File: src/rtl/pwm_multi_shadow_if.sv
// pwm_multi_shadow_if
//   Register-write bus from the Nios II side into the PWM block.
//   wr_en   : one write per cycle
//   wr_addr : 0..NUM_CH-1 = duty shadow of that channel, NUM_CH = period shadow
//   wr_data : value for the selected shadow register
//   master drives the bus (CPU side / bench), slave receives it (PWM block).
interface pwm_multi_shadow_if #(
  parameter int NUM_CH = 9,
  parameter int RES    = 16,
  parameter int AW     = $clog2(NUM_CH + 1)
);
  logic          wr_en;
  logic [AW-1:0] wr_addr;
  logic [RES-1:0] wr_data;

  modport master (output wr_en, output wr_addr, output wr_data);
  modport slave  (input  wr_en, input  wr_addr, input  wr_data);
endinterface

File: src/rtl/pwm_multi_shadow.sv
// pwm_multi_shadow
//   Multi-channel PWM generator with one shared period counter and
//   double-buffered duty/period registers. Software writes land in shadow
//   registers; they are copied to the active set only at the period
//   boundary, so an output never sees a half-updated period.
//   Edge-aligned (0..P, period P+1) or center-aligned (0..P..1, period 2P).
// Ports
//   clk, rst_n        : clock, asynchronous active-low reset
//   bus (slave)       : shadow register write bus
//   i_center_mode     : 0 = edge, 1 = center; sampled at the period boundary
//   i_ch_en           : per-channel enable, applied immediately
//   o_pwm_out         : registered PWM outputs
//   o_period_start    : one-cycle pulse in the first cycle of each period
//   o_update_pending  : a shadow write is waiting for the next boundary
module pwm_multi_shadow #(
  parameter int NUM_CH = 9,
  parameter int RES    = 16,
  parameter int AW     = $clog2(NUM_CH + 1)
) (
  input  logic                  clk,
  input  logic                  rst_n,
  pwm_multi_shadow_if.slave     bus,
  input  logic                  i_center_mode,
  input  logic [NUM_CH-1:0]     i_ch_en,
  output logic [NUM_CH-1:0]     o_pwm_out,
  output logic                  o_period_start,
  output logic                  o_update_pending
);

  typedef enum logic {DIR_UP = 1'b0, DIR_DOWN = 1'b1} dir_t;

  logic [RES-1:0] r_cnt;
  dir_t           r_dir;
  logic           r_mode_act;
  logic [RES-1:0] r_per_act;
  logic [RES-1:0] r_per_sh;
  logic           r_period_start;
  logic           r_update_pending;

  logic [RES-1:0] w_cnt_next;
  dir_t           w_dir_next;
  logic           w_boundary;
  logic           w_wr_valid;

  // Addresses above NUM_CH are silently dropped and do not raise pending.
  assign w_wr_valid = bus.wr_en && (bus.wr_addr <= AW'(NUM_CH));

  // Counter / direction next-state and boundary detection.
  always_comb begin
    w_boundary = 1'b0;
    w_cnt_next = r_cnt;
    w_dir_next = r_dir;

    if (r_per_act == '0) begin
      w_boundary = 1'b1;
    end else if (!r_mode_act) begin
      w_boundary = (r_cnt == r_per_act);
    end else if (r_dir == DIR_DOWN) begin
      w_boundary = (r_cnt == RES'(1));
    end else begin
      // Center mode with P==1: the top of the ramp is also the last cycle.
      w_boundary = (r_cnt == r_per_act) && (r_per_act == RES'(1));
    end

    if (w_boundary) begin
      w_cnt_next = '0;
      w_dir_next = DIR_UP;
    end else if (r_mode_act && (r_dir == DIR_DOWN)) begin
      w_cnt_next = r_cnt - RES'(1);
    end else if (r_mode_act && (r_cnt == r_per_act)) begin
      // Turn around at the top; P itself is visited only once.
      w_cnt_next = r_cnt - RES'(1);
      w_dir_next = DIR_DOWN;
    end else begin
      w_cnt_next = r_cnt + RES'(1);
    end
  end

  always_ff @(posedge clk or negedge rst_n) begin
    if (!rst_n) begin
      r_cnt            <= '0;
      r_dir            <= DIR_UP;
      r_mode_act       <= 1'b0;
      r_per_act        <= '1;
      r_per_sh         <= '1;
      r_period_start   <= 1'b0;
      r_update_pending <= 1'b0;
    end else begin
      r_cnt          <= w_cnt_next;
      r_dir          <= w_dir_next;
      r_period_start <= w_boundary;
      if (w_wr_valid && (bus.wr_addr == AW'(NUM_CH))) begin
        r_per_sh <= bus.wr_data;
      end
      // Active copy takes the pre-write shadow when a write hits the boundary.
      if (w_boundary) begin
        r_per_act  <= r_per_sh;
        r_mode_act <= i_center_mode;
      end
      r_update_pending <= w_wr_valid | (r_update_pending & ~w_boundary);
    end
  end

  assign o_period_start   = r_period_start;
  assign o_update_pending = r_update_pending;

  // Per-channel duty shadow/active pair and compare.
  genvar gi;
  generate
    for (gi = 0; gi < NUM_CH; gi++) begin : g_ch
      logic [RES-1:0] r_duty_sh;
      logic [RES-1:0] r_duty_act;
      logic           r_pwm;

      always_ff @(posedge clk or negedge rst_n) begin
        if (!rst_n) begin
          r_duty_sh  <= '0;
          r_duty_act <= '0;
          r_pwm      <= 1'b0;
        end else begin
          if (w_wr_valid && (bus.wr_addr == AW'(gi))) begin
            r_duty_sh <= bus.wr_data;
          end
          if (w_boundary) begin
            r_duty_act <= r_duty_sh;
          end
          // Compares against the current count, so the output lags cnt by one.
          r_pwm <= i_ch_en[gi] & (r_cnt < r_duty_act);
        end
      end

      assign o_pwm_out[gi] = r_pwm;
    end
  endgenerate

endmodule
File: src/flat_wrapper.sv
// flat-port wrapper written by rule: the top's interface ports become plain ports
module pwm_multi_shadow_flat 
#(
  parameter int NUM_CH = 9,
  parameter int RES    = 16,
  parameter int AW     = $clog2(NUM_CH + 1)
)
  (clk, rst_n, i_center_mode, i_ch_en, o_pwm_out, o_period_start, o_update_pending, bus_wr_en, bus_wr_addr, bus_wr_data);
  pwm_multi_shadow_if #(.NUM_CH(NUM_CH), .RES(RES), .AW(AW)) bus_i ();
  input  logic clk;
  input  logic rst_n;
  input  logic i_center_mode;
  input  logic [NUM_CH-1:0] i_ch_en;
  output logic [NUM_CH-1:0] o_pwm_out;
  output logic o_period_start;
  output logic o_update_pending;
  input wire logic [$bits(bus_i.wr_en)-1:0] bus_wr_en;
  input wire logic [$bits(bus_i.wr_addr)-1:0] bus_wr_addr;
  input wire logic [$bits(bus_i.wr_data)-1:0] bus_wr_data;
  assign bus_i.wr_en = bus_wr_en;
  assign bus_i.wr_addr = bus_wr_addr;
  assign bus_i.wr_data = bus_wr_data;
  pwm_multi_shadow #(.NUM_CH(NUM_CH), .RES(RES), .AW(AW)) u_core (.clk(clk), .rst_n(rst_n), .bus(bus_i), .i_center_mode(i_center_mode), .i_ch_en(i_ch_en), .o_pwm_out(o_pwm_out), .o_period_start(o_period_start), .o_update_pending(o_update_pending));
endmodule
File: config.mk
export PLATFORM = sky130hd
export DESIGN_NAME = pwm_multi_shadow_flat
export DESIGN_NICKNAME = d
export VERILOG_FILES = /design/src/rtl/pwm_multi_shadow_if.sv /design/src/rtl/pwm_multi_shadow.sv /design/src/flat_wrapper.sv
export SDC_FILE = /design/constraint.sdc
export NUM_CORES = 1
export LEC_CHECK = 0
export ABC_AREA = 1
export ABC_CLOCK_PERIOD_IN_PS = 2700
export CORE_ASPECT_RATIO = 1.2
export CORE_MARGIN = 2
export CORE_UTILIZATION = 30
export DETAILED_ROUTE_END_ITERATION = 8
export GPL_TIMING_DRIVEN = 0
export HOLD_SLACK_MARGIN = 0.15
export PLACE_DENSITY_LB_ADDON = 0.08
export SETUP_SLACK_MARGIN = 0.05
export SLEW_MARGIN = 25
export SYNTH_ARGS = -nofsm -noshare
export SYNTH_HDL_FRONTEND = slang
export SYNTH_SLANG_ARGS = --single-unit
File: constraint.sdc
create_clock -name clk -period 2.7 [get_ports clk]
set_clock_uncertainty 0.1 [all_clocks]
set_input_delay 0.54 -clock clk [delete_from_list [all_inputs] [get_ports clk]]
set_output_delay 0.54 -clock clk [all_outputs]
set_load 0.02 [all_outputs]
==> results.py, run 1 <==
metrics = {
    "drt": {
        "wl_mm": 58.8,
        "vias": 13462,
        "drc_errors": 0,
        "firstDrtPassIters": 5,
        "wl_per_cell_um": 20.4,
        "viasPerCell": 4.67,
        "drt_iter0_drc": 810,
        "ant_nets": 0,
    },
    "run": {
        "drv_cap": 0,
    },
    "yosys": {
        "yosys.area.top_type": "dfrtp_1",
        "syn_avg_cell_area_sq_um": 9.22,
        "synth_enable_flop_cells": 0,
        "synth_area_leaders": "dfrtp_1 (44%), ha_1 (9.6%), nand2_1 (8.5%)",
        "synth_area_sq_mm": 0.0179,
        "synth_nets": 2116,
        "synth_ff_type": "dfrtp_1",
        "netlist.area_leader.share_pct": 44.2,
        "synthArstFlopShare_pct": 100,
        "seq_area_frac_synth_pct": 48.9,
        "netlist_instances": 1945,
        "ys_ff_latch": 349,
        "synth_cell_types": 32,
        "ys_warn_count": 0,
    },
    "place": {
        "gp_congestion": 0.803,
        "dp_slack_ns": -0.514,
        "hpwlAfterDp_mm": 37.6,
        "io_buffers": 43,
    },
    "pwr": {
        "switching_power_mw": 8.88,
        "combPwrFrac_pct": 41.2,
        "powerDensity_mw_per_mm2": 1090,
        "swShare_pct": 38.9,
        "total_leakage_power_nw": 9.59,
        "p_int_mw": 14.0,
        "pwr-share-clk_pct": 23.3,
        "ir_worst_vdd_uv": 396,
        "pwr-share-seq_pct": 35.5,
    },
    "sta": {
        "slew_viol_final": 0,
        "hold_viol_final": 0,
        "worst_slew_pin_slew_ns": 1.08,
        "postLayoutSetupSlackWorst_ns": 0.195,
        "fmax_mhz": 399,
        "period_needed_ns": 2.51,
        "slew_headroom_pct": 27.3,
        "period_share_pct": 92.8,
        "setup_viol": 0,
        "rsz0062_at_grt": "no",
        "fin_hold_ws_ns": 0.372,
    },
    "cells_and_area": {
        "drive_gt1_share_pct": 18.8,
        "syn_to_final_growth_pct": 17.1,
        "diodes": 0,
        "final_nets": 2229,
        "fin_util_pct": 35.4,
    },
    "worst_setup_path": {
        "rr_worst_depth": 14,
        "endpoint_kind": "flip-flop",
        "worstSetupStartpointType": "input pin",
        "critPathRequiredTime_ns": 3.07,
        "r2r_end": "u_core.g_ch[6].r_duty_act[15]",
        "cp_max_fo": 10,
        "cp-startpoint": "bus_wr_addr[1]",
        "cp-endpoint": "u_core.r_per_sh[2]",
        "critPathKind": "input pin to flip-flop",
        "r2r_slack_ns": 0.24,
        "arrival_ns": 2.88,
        "timing.rr.start": "u_core.r_cnt[9]",
    },
    "worst_hold_path": {
        "min_from": "u_core.r_per_sh[6]",
        "min_path_type": "flip-flop to flip-flop",
    },
    "floorplanning": {
        "die_area_sq_mm": 0.0618,
        "rows": 98,
        "start_util_pct": 30.2,
        "die_h_um": 272,
        "core-area_sq_mm": 0.0593,
        "ios": 44,
        "die_w_um": 227,
    },
    "global_route": {
        "grt.overflow.total": 0,
        "grt_usage_pct": 19.6,
        "antenna_found_initial": 3,
        "grt_pass1_vias": 13291,
        "grt_max_degree": 87,
        "grt_pass1_wl_mm": 88.2,
    },
    "cts": {
        "clock_sinks": 349,
        "clkSlewWorstSetupHoldPaths_ns": 0.06,
        "max-clock-path-buffers": 3,
        "cts_root_buf": "clkbuf_16",
        "h-tree-depth": 2,
        "cts_made_buffers": 41,
        "clk_latency_ns": 0.56,
        "cts_tree": "yes",
    },
    "outcome": {
        "status": "completed",
    },
}
worst min path at each step:
stage / to / slack [ns] / depth (start not counted)
after global placement: u_core.r_per_act[6] / 0.36 / 2
after CTS: u_core.r_per_act[6] / 0.37 / 2
final: u_core.r_per_act[6] / 0.37 / 2
after floorplan: u_core.g_ch[0].r_duty_act[0] / 0.14 / 0
after detailed placement: u_core.r_per_act[6] / 0.36 / 2
after global routing: u_core.r_per_act[6] / 0.39 / 2
routing by layer:
layer / GRT usage, % / wire length (um) / part of all wire (%)
met5: 0 / 0 / 0
met4: 4.58 / 1250 / 2.1
met3: 2.56 / 2100 / 3.6
met2: 31.9 / 27700 / 47
met1: 27.6 / 27800 / 47
cell usage after synthesis, types with 22 or more instances:
cell,n
dfrtp_1,317
ha_1,138
nand2_2,60
nor2_1,125
dfstp_2,32
nand3_1,30
nand4_1,33
inv_1,201
nor3_1,22
o21ai_2,130
nand2_1,407
o21ai_0,125
clkbuf_1,33
a21oi_1,132
power by group through the flow:
stage	Clock [mW]	Combinational, mW	Sequential [mW]
3_5_place_dp	0	8.59	8.82
3_3_place_gp	0	8.26	8.94
5_1_grt	5.71	10.8	8.31
2_1_floorplan	0	6.45	7.94
6_report	5.31	9.41	8.12
4_1_cts	5.49	9.15	8.38
cell families after synthesis:
| logic type | after synthesis | share of synthesized area, % |
|---|---|---|
| compound gates | 436 | 15.4 |
| xor+xnor | 19 | 0.927 |
| fa+ha+maj | 138 | 9.62 |
| buf+inv | 320 | 9.02 |
| flops | 349 | 48.9 |
| simple gates | 683 | 16.2 |
layout by cell type (no fill, tap or decap), types with 8 or more instances in the layout:
cell type,count
nand3_1,30
dfrtp_4,15
o21a_1,9
clkinv_1,18
inv_1,201
o211ai_1,9
a21oi_1,132
nand4_1,33
o221ai_1,8
ha_1,138
clkbuf_1,47
o21ai_1,18
clkdlybuf4s50_1,42
o21ai_2,130
buf_8,12
o21ai_0,125
nand2_1,406
inv_2,14
xor2_1,17
dfrtp_1,302
clkbuf_16,43
dfstp_2,32
nor3_1,22
buf_4,38
nor2_1,125
buf_6,19
nand2_2,61
layout make-up:
| class | instances | area, sq um |
|---|---|---|
| Multi-Input combinational cell | 1276 | 7550 |
| Buffer | 87 | 744 |
| Timing Repair Buffer | 70 | 753 |
| Fill cell | 6189 | 38300 |
| Clock buffer | 63 | 1200 |
| Sequential cell | 349 | 8830 |
| Inverter | 233 | 875 |
| Clock inverter | 7 | 43.8 |
| Tap cell | 800 | 1000 |
critical path: stages:
cell             delay, ns
clkdlybuf4s50_1       0.58
inv_1                 0.17
nand3_1               0.16
nor3b_1               0.73
clkbuf_1              0.47
nor2_1                0.08
a21oi_1               0.15
registers in the layout, indices dropped and copies added (netlist names), 9 cells and up:
| name | cells |
|---|---|
| u_core.g_ch.r_duty_act | 144 |
| u_core.r_per_sh | 16 |
| u_core.r_cnt | 16 |
| u_core.r_per_act | 16 |
| u_core.g_ch.r_pwm | 9 |
| u_core.g_ch.r_duty_sh | 144 |
what timing repair did:
item / CTS / global route
resized for setup: 16 / 5
endpoints found under the setup margin: 180 / 147
buffers inserted: 7 / 13
pin swaps: 0 / 1
hold endpoints to repair: 63 / 0
hold buffers: 1 / 0
through the flow:
step	instance area (sq um)	cells	setup TNS (ns)	total power [mW]
global placement	19400	2788	-5376.60	17.2
global route	21000	2885	0	24.8
finish	21000	2885	0	22.8
floorplan	17900	1945	0	14.4
detailed placement	19600	2794	-94.66	17.4
CTS	20900	2872	0	23.0
No activity file was read; power rests on OpenSTA's default activity.
==> run 2, diff against run 1 <==
- ABC_AREA: 1 -> not set
- DONT_BUFFER_PORTS: not set -> 1
==> run 2 against run 1 <==
  * The run now ends with negative hold slack, negative setup slack left
  * Global-route usage is 2.6 points lower
  * Worst hold slack worse by 0.75 ns
  * Via count is 21% lower
  * Non-clock buffer count is 7 lower
  * Core utilization is 1.9 points higher
  * Sequential share of layout area is 0.58 points lower
  * Synthesized area is 3.8% lower
  * Synthesized cell count is 30% lower
  * Total power is 0.81% lower
  * Largest power group unchanged
==> results.py, run 2 <==
metrics = {
    "yosys": {
        "syn_avg_cell_area_sq_um": 12.7,
        "synth_nets": 1525,
        "ys_top_cells_by_count": "dfrtp_1 (317), mux2_2 (241), inv_1 (146), ha_1 (138), mux2_1 (70)",
        "ys_warn_count": 0,
        "seq_area_frac_synth_pct": 50.8,
        "synth_ff_type": "dfrtp_1",
        "ys_ff_latch": 349,
        "synth_area_leaders": "dfrtp_1 (46%), mux2_2 (16%), ha_1 (10%)",
        "netlist.area_leader.share_pct": 46.0,
        "netlist_instances": 1354,
        "synth_most_common_cell": "dfrtp_1",
        "yosys.area.top_type": "dfrtp_1",
        "synth_cell_types": 56,
        "synth_area_sq_mm": 0.0173,
        "synthArstFlopShare_pct": 100,
        "synth_enable_flop_cells": 0,
    },
    "pwr": {
        "ir_worst_vdd_uv": 427,
        "total_leakage_power_nw": 9.71,
        "powerDensity_mw_per_mm2": 1060,
        "total_power_mw": 22.7,
    },
    "outcome": {
        "status": "finished, violations left",
        "violations": "negative hold slack, negative setup slack",
    },
    "place": {
        "gp_congestion": 0.759,
        "dp_slack_ns": -0.924,
        "dp.cells": 2090,
        "placedInstanceArea_sq_mm": 0.0182,
        "io_buffers": 0,
        "hpwlAfterDp_mm": 28.9,
    },
    "drt": {
        "wl_mm": 50.3,
        "ant_nets": 0,
        "vias": 10656,
        "drt_iter0_drc": 470,
        "wl_per_cell_um": 22.4,
        "firstDrtPassIters": 4,
        "viasPerCell": 4.76,
        "drc_errors": 0,
    },
    "cts": {
        "cts_made_buffers": 40,
        "clk_latency_ns": 0.54,
        "cts_tree": "yes",
        "max-clock-path-buffers": 3,
        "clock_sinks": 349,
        "h-tree-depth": 2,
        "cts_root_buf": "clkbuf_16",
        "clkSlewWorstSetupHoldPaths_ns": 0.06,
        "cts_hold_buf": 11,
    },
    "sta": {
        "period_share_pct": 102,
        "rsz0062_at_grt": "yes",
        "fmax_mhz": 363,
        "worst_slew_pin_slew_ns": 1.03,
        "setup_viol": 72,
        "tns_ns": -1.72,
        "slew_viol_final": 0,
        "hold_viol_final": 317,
        "period_needed_ns": 2.75,
        "postLayoutSetupSlackWorst_ns": -0.0517,
        "fin_hold_ws_ns": -0.382,
        "slew_headroom_pct": 31.4,
    },
    "cells_and_area": {
        "mostFrequentLayoutCell": "dfrtp_1",
        "fillers": 5467,
        "syn_to_final_growth_pct": 23.4,
        "design_area_sq_mm": 0.0213,
        "reg_top3": "u_core.g_ch.r_duty_act: 144 flops, u_core.g_ch.r_duty_sh: 144 flops",
        "layout_common_cells": "dfrtp_1 (302), mux2_2 (178), inv_1 (145), mux2_4 (143), ha_1 (138)",
        "fin_util_pct": 37.3,
        "drive_gt1_share_pct": 37.5,
        "final_nets": 1650,
        "diodes": 0,
        "final_cell_count_no_fill": 2240,
    },
    "worst_setup_path": {
        "crit_path_top_delay_cell": "or4_4",
        "critPathKind": "flip-flop to flip-flop",
        "rr_worst_depth": 11,
        "slowest_delay_ns": 0.56,
        "worstSetupStartpointType": "flip-flop",
        "path_common_cell": "buf_12",
        "endpoint_kind": "flip-flop",
        "critPathRequiredTime_ns": 3.03,
        "r2r_slack_ns": -0.05,
        "path_cells": "or4_4 -> nor2_4 -> nand3_2 -> nor4_4 -> a21oi_2 -> o21ai_4 -> buf_12 -> buf_8 -> buf_12 -> buf_16 -> mux2_2",
        "r2r_end": "u_core.g_ch[4].r_duty_act[2]",
        "arrival_ns": 3.08,
        "cp_max_fo": 7,
        "timing.rr.start": "u_core.r_cnt[7]",
    },
    "floorplanning": {
        "rows": 96,
        "ios": 44,
        "core-area_sq_mm": 0.0571,
        "die_h_um": 267,
        "die_area_sq_mm": 0.0595,
        "die_w_um": 223,
        "start_util_pct": 30.2,
    },
    "global_route": {
        "use_met1_pct": 22.9,
        "grt_pass1_vias": 11010,
        "grt_usage_pct": 16.9,
        "use_met3_pct": 3.05,
        "grt_max_degree": 350,
        "met2_usage_pct": 28.1,
        "antenna_found_initial": 11,
        "grt_pass1_wl_mm": 73.4,
        "top_usage_layer": "met2",
        "grt.overflow.total": 0,
    },
    "run": {
        "drv_cap": 0,
    },
    "worst_hold_path": {
        "min_path_type": "input pin to asynchronous set/reset pin",
    },
}
## run 2: cell count changes after synthesis, moves of 79 or more
cell | previous run | this run
nor2_1 | 125 | 46
nand2_1 | 407 | 11
o21ai_0 | 125 | 39
a21oi_1 | 132 | 30
o21ai_2 | 130 | 0
mux2_2 | 0 | 241
## run 2: kinds of logic (layout without fill, tap and decap cells)
family	Yosys count	after routing	share of synthesized area, %
AO/OA/AOI/OAI	147	147	5.52
adder cells (fa/ha/maj)	138	138	10.0
XOR/XNOR	30	30	1.52
multiplexers	325	325	21.4
buffers and inverters	213	364	5.95
flip-flops	349	349	50.8
AND/OR/NAND/NOR	152	152	4.76
## run 2: routing by layer
| layer | wire length [um] | part of all wire (%) | vias to the layer above |
|---|---|---|---|
| li1 | - | - | 4980 |
| met1 | 23200 | 46 | 5474 |
| met2 | 24000 | 48 | 141 |
| met3 | 2070 | 4.1 | 61 |
| met4 | 986 | 2.0 | 0 |
| met5 | 0 | 0 | - |
## run 2: power by group
group	switching, mW	leakage [nW]	internal (mW)
registers	1.16	4.30	7.18
clock network	2.17	0.599	3.05
logic	4.25	4.82	4.85
total	7.58	9.71	15.1
## run 2: timing repair
item,in CTS,in global routing
hold endpoints to repair,360,349
pin swaps,12,3
gates cloned,11,8
gates resized for setup,155,92
endpoints found under the setup margin,189,187
buffers inserted,41,28
## run 2: worst max-delay path by stage
stage / from / endpoint / slack, ns
global placement: u_core.r_cnt[2] / u_core.g_ch[2].r_duty_act[14] / -0.89
floorplan: u_core.r_cnt[2] / u_core.g_ch[0].r_duty_act[0] / 0.13
CTS: u_core.r_cnt[8] / u_core.g_ch[0].r_duty_act[10] / -0.1
finish: u_core.r_cnt[7] / u_core.g_ch[4].r_duty_act[2] / -0.05
global route: u_core.r_cnt[7] / u_core.g_ch[4].r_duty_act[9] / -0.14
detailed placement: u_core.r_cnt[2] / u_core.g_ch[2].r_duty_act[11] / -0.92
## run 2: worst max-delay path, delay by kind of cell (launching register included)
kind / cells / cell delay [ns]
compound gates: 2 / 0.17
buf+inv: 4 / 0.49
flops: 1 / 0.51
mux: 1 / 0.32
simple gates: 4 / 1.04
## run 2: final cells by class
type / instances / area (sq um) / share of cell area (%)
Buffer: 56 / 460 / 2.16
Clock buffer: 62 / 1170 / 5.48
Clock inverter: 6 / 55.1 / 0.259
Inverter: 146 / 548 / 2.57
Multi-Input combinational cell: 792 / 8090 / 38.0
Sequential cell: 349 / 8830 / 41.5
Tap cell: 735 / 920 / 4.32
Timing Repair Buffer: 94 / 1230 / 5.78
==> run 3, diff against run 2 <==
- CORE_MARGIN: 2 -> 3
- CTS_CLUSTER_DIAMETER: not set -> 50
==> run 3 against run 2 <==
  * The flow still finishes with violations (negative hold slack, negative setup slack)
  * Count of clock-buffer cells in the layout increased by 1
  * Core utilization increased by 0.64 points
  * Global-route usage decreased by 0.44 points
  * Worst hold slack got worse by 0.023 ns
  * Wire length decreased by 1.7%
  * Final area increased by 0.65%
  * Non-clock buffer count decreased by 4
  * Largest cell class unchanged
==> results.py, run 3 (synthesis gave the netlist of run 2 again) <==
metrics = {
    "worst_setup_path": {
        "crit_family": "simple AND/OR/NAND/NOR gates",
        "worstSetupStartpointType": "flip-flop",
        "timing.rr.start": "u_core.r_cnt[7]",
        "path_cells": "or4_4 -> nor2_4 -> nand3_4 -> nor4_4 -> a21oi_2 -> o21ai_4 -> buf_6 -> buf_12 -> buf_12 -> clkbuf_16 -> mux2_4",
        "cp_max_fo": 8,
        "r2r_end": "u_core.g_ch[2].r_duty_act[8]",
        "cp-endpoint": "u_core.g_ch[2].r_duty_act[8]",
        "critPathRequiredTime_ns": 3.05,
        "arrival_ns": 3.12,
        "slowest_delay_ns": 0.56,
        "cp-startpoint": "u_core.r_cnt[7]",
        "path_common_cell": "buf_12",
        "critPathKind": "flip-flop to flip-flop",
        "rr_worst_depth": 11,
        "endpoint_kind": "flip-flop",
        "crit_path_top_delay_cell": "or4_4",
        "cp.buffers_inverters": 4,
        "cp.depth": 11,
        "r2r_slack_ns": -0.06,
    },
    "cells_and_area": {
        "drive_gt1_share_pct": 39.9,
        "fillers": 5425,
        "mostFrequentLayoutCell": "dfrtp_1",
        "fin_util_pct": 38.0,
        "layout_common_cells": "dfrtp_1 (302), mux2_2 (230), inv_1 (145), ha_1 (138), mux2_4 (86)",
        "design_area_sq_mm": 0.0214,
        "reg_top3": "u_core.g_ch.r_duty_act: 144 flops, u_core.g_ch.r_duty_sh: 144 flops",
        "syn_to_final_growth_pct": 24.2,
        "final_nets": 1653,
    },
    "cts": {
        "max-clock-path-buffers": 3,
        "cts_made_buffers": 47,
        "clock_sinks": 349,
        "cts_hold_buf": 12,
        "clk_latency_ns": 0.58,
        "cts_root_buf": "clkbuf_16",
        "h-tree-depth": 2,
        "cts_tree": "yes",
        "clkSlewWorstSetupHoldPaths_ns": 0.06,
    },
    "drt": {
        "drc_errors": 0,
        "viasPerCell": 4.75,
        "drt_iter0_drc": 486,
        "firstDrtPassIters": 4,
        "wl_per_cell_um": 22.0,
        "ant_nets": 0,
        "vias": 10683,
        "wl_mm": 49.5,
    },
    "worst_hold_path": {
        "min_path_type": "input pin to asynchronous set/reset pin",
    },
    "sta": {
        "period_share_pct": 102,
        "fmax_mhz": 362,
        "slew_viol_final": 0,
        "setup_viol": 93,
        "fin_hold_ws_ns": -0.405,
        "hold_viol_final": 317,
        "period_needed_ns": 2.76,
        "worst_slew_pin_slew_ns": 1.05,
        "slew_headroom_pct": 29.8,
        "rsz0062_at_grt": "yes",
        "postLayoutSetupSlackWorst_ns": -0.0612,
    },
    "global_route": {
        "use_met3_pct": 2.83,
        "grt_pass1_vias": 11295,
        "top_usage_layer": "met2",
        "met2_usage_pct": 27.7,
        "antenna_found_initial": 3,
        "grt.overflow.total": 0,
        "grt_pass1_wl_mm": 73.4,
        "grt_usage_pct": 16.5,
        "grt_max_degree": 350,
        "use_met1_pct": 22.2,
    },
    "place": {
        "gp_congestion": 0.743,
        "placedInstanceArea_sq_mm": 0.0182,
        "hpwlAfterDp_mm": 29.0,
        "io_buffers": 0,
    },
    "floorplanning": {
        "die_w_um": 225,
        "ios": 44,
        "rows": 95,
        "die_h_um": 269,
        "core-area_sq_mm": 0.0565,
        "start_util_pct": 30.6,
        "die_area_sq_mm": 0.0604,
    },
    "outcome": {
        "status": "finished, violations left",
        "violations": "negative hold slack, negative setup slack",
    },
    "pwr": {
        "total_power_mw": 23.9,
        "ir_worst_vdd_uv": 461,
        "total_leakage_power_nw": 9.75,
        "powerDensity_mw_per_mm2": 1110,
    },
    "run": {
        "drv_cap": 0,
    },
}
## run 3: cell types whose count changed in the layout (fill, tap and decap cells not counted), moves of 8 or more
cell,previous run,this run
buf_12,25,16
mux2_2,178,230
nor2_4,1,9
clkbuf_1,29,17
mux2_4,143,86
nor2_1,43,30
## run 3: worst min-delay path by stage
| stage | cells past startpoint | from | endpoint |
|---|---|---|---|
| global placement | 0 | rst_n | u_core.g_ch[2].r_duty_sh[6] |
| detailed placement | 0 | rst_n | u_core.g_ch[2].r_duty_sh[6] |
| global route | 0 | rst_n | u_core.g_ch[2].r_duty_sh[14] |
| CTS | 0 | rst_n | u_core.g_ch[0].r_duty_act[12] |
| floorplan | 0 | rst_n | u_core.g_ch[0].r_duty_act[0] |
| finish | 0 | rst_n | u_core.g_ch[2].r_duty_sh[14] |
## run 3: what timing repair did
| item | 4_1_cts | 5_1_grt |
|---|---|---|
| buffers inserted | 27 | 36 |
| gates cloned | 5 | 6 |
| endpoints found under the hold margin | 360 | 349 |
| endpoints found under the setup margin | 189 | 186 |
| pin swaps | 3 | 18 |
| gates resized for setup | 78 | 119 |
## run 3: area by class of cell
type / instances / area, sq um / share of cell area (%)
Antenna cell: 2 / 5.00 / 0.0234
Buffer: 62 / 517 / 2.41
Clock buffer: 63 / 1370 / 6.38
Clock inverter: 24 / 300 / 1.40
Inverter: 146 / 548 / 2.56
Multi-Input combinational cell: 792 / 8020 / 37.4
Sequential cell: 349 / 8830 / 41.2
Tap cell: 727 / 910 / 4.24
Timing Repair Buffer: 84 / 933 / 4.35
## run 3: report_power, final
part / switching, mW / internal [mW] / leakage, nW
combinational: 4.26 / 4.69 / 4.63
clock: 2.49 / 4.07 / 0.813
sequential: 1.17 / 7.18 / 4.30
total: 7.92 / 15.9 / 9.75
## run 3: through the flow
step           setup TNS, ns  instances  setup slack [ns]  hold slack (ns)
3_3_place_gp         -154.62       2081            -0.848            0.169
2_1_floorplan              0       1354             0.134            0.144
4_1_cts                -5.41       2210            -0.106           -0.461
3_5_place_dp         -147.37       2082            -0.848            0.168
6_report               -2.75       2249           -0.0612           -0.405
5_1_grt               -15.75       2247            -0.147           -0.446
## run 3: worst register-to-register path, cell delays in order, from the launching register on
cell and delay [ns]:
dfrtp_4 0.49, or4_4 0.56, nor2_4 0.16, nand3_4 0.09
nor4_4 0.23, a21oi_2 0.07, o21ai_4 0.10, buf_6 0.14
buf_12 0.14, buf_12 0.14, clkbuf_16 0.15, mux2_4 0.29
## run 3: metal layers
metal	vias up	routed length (um)
li1	5013	-
met1	5474	23000
met2	131	23800
met3	65	1670
met4	0	993
met5	-	0
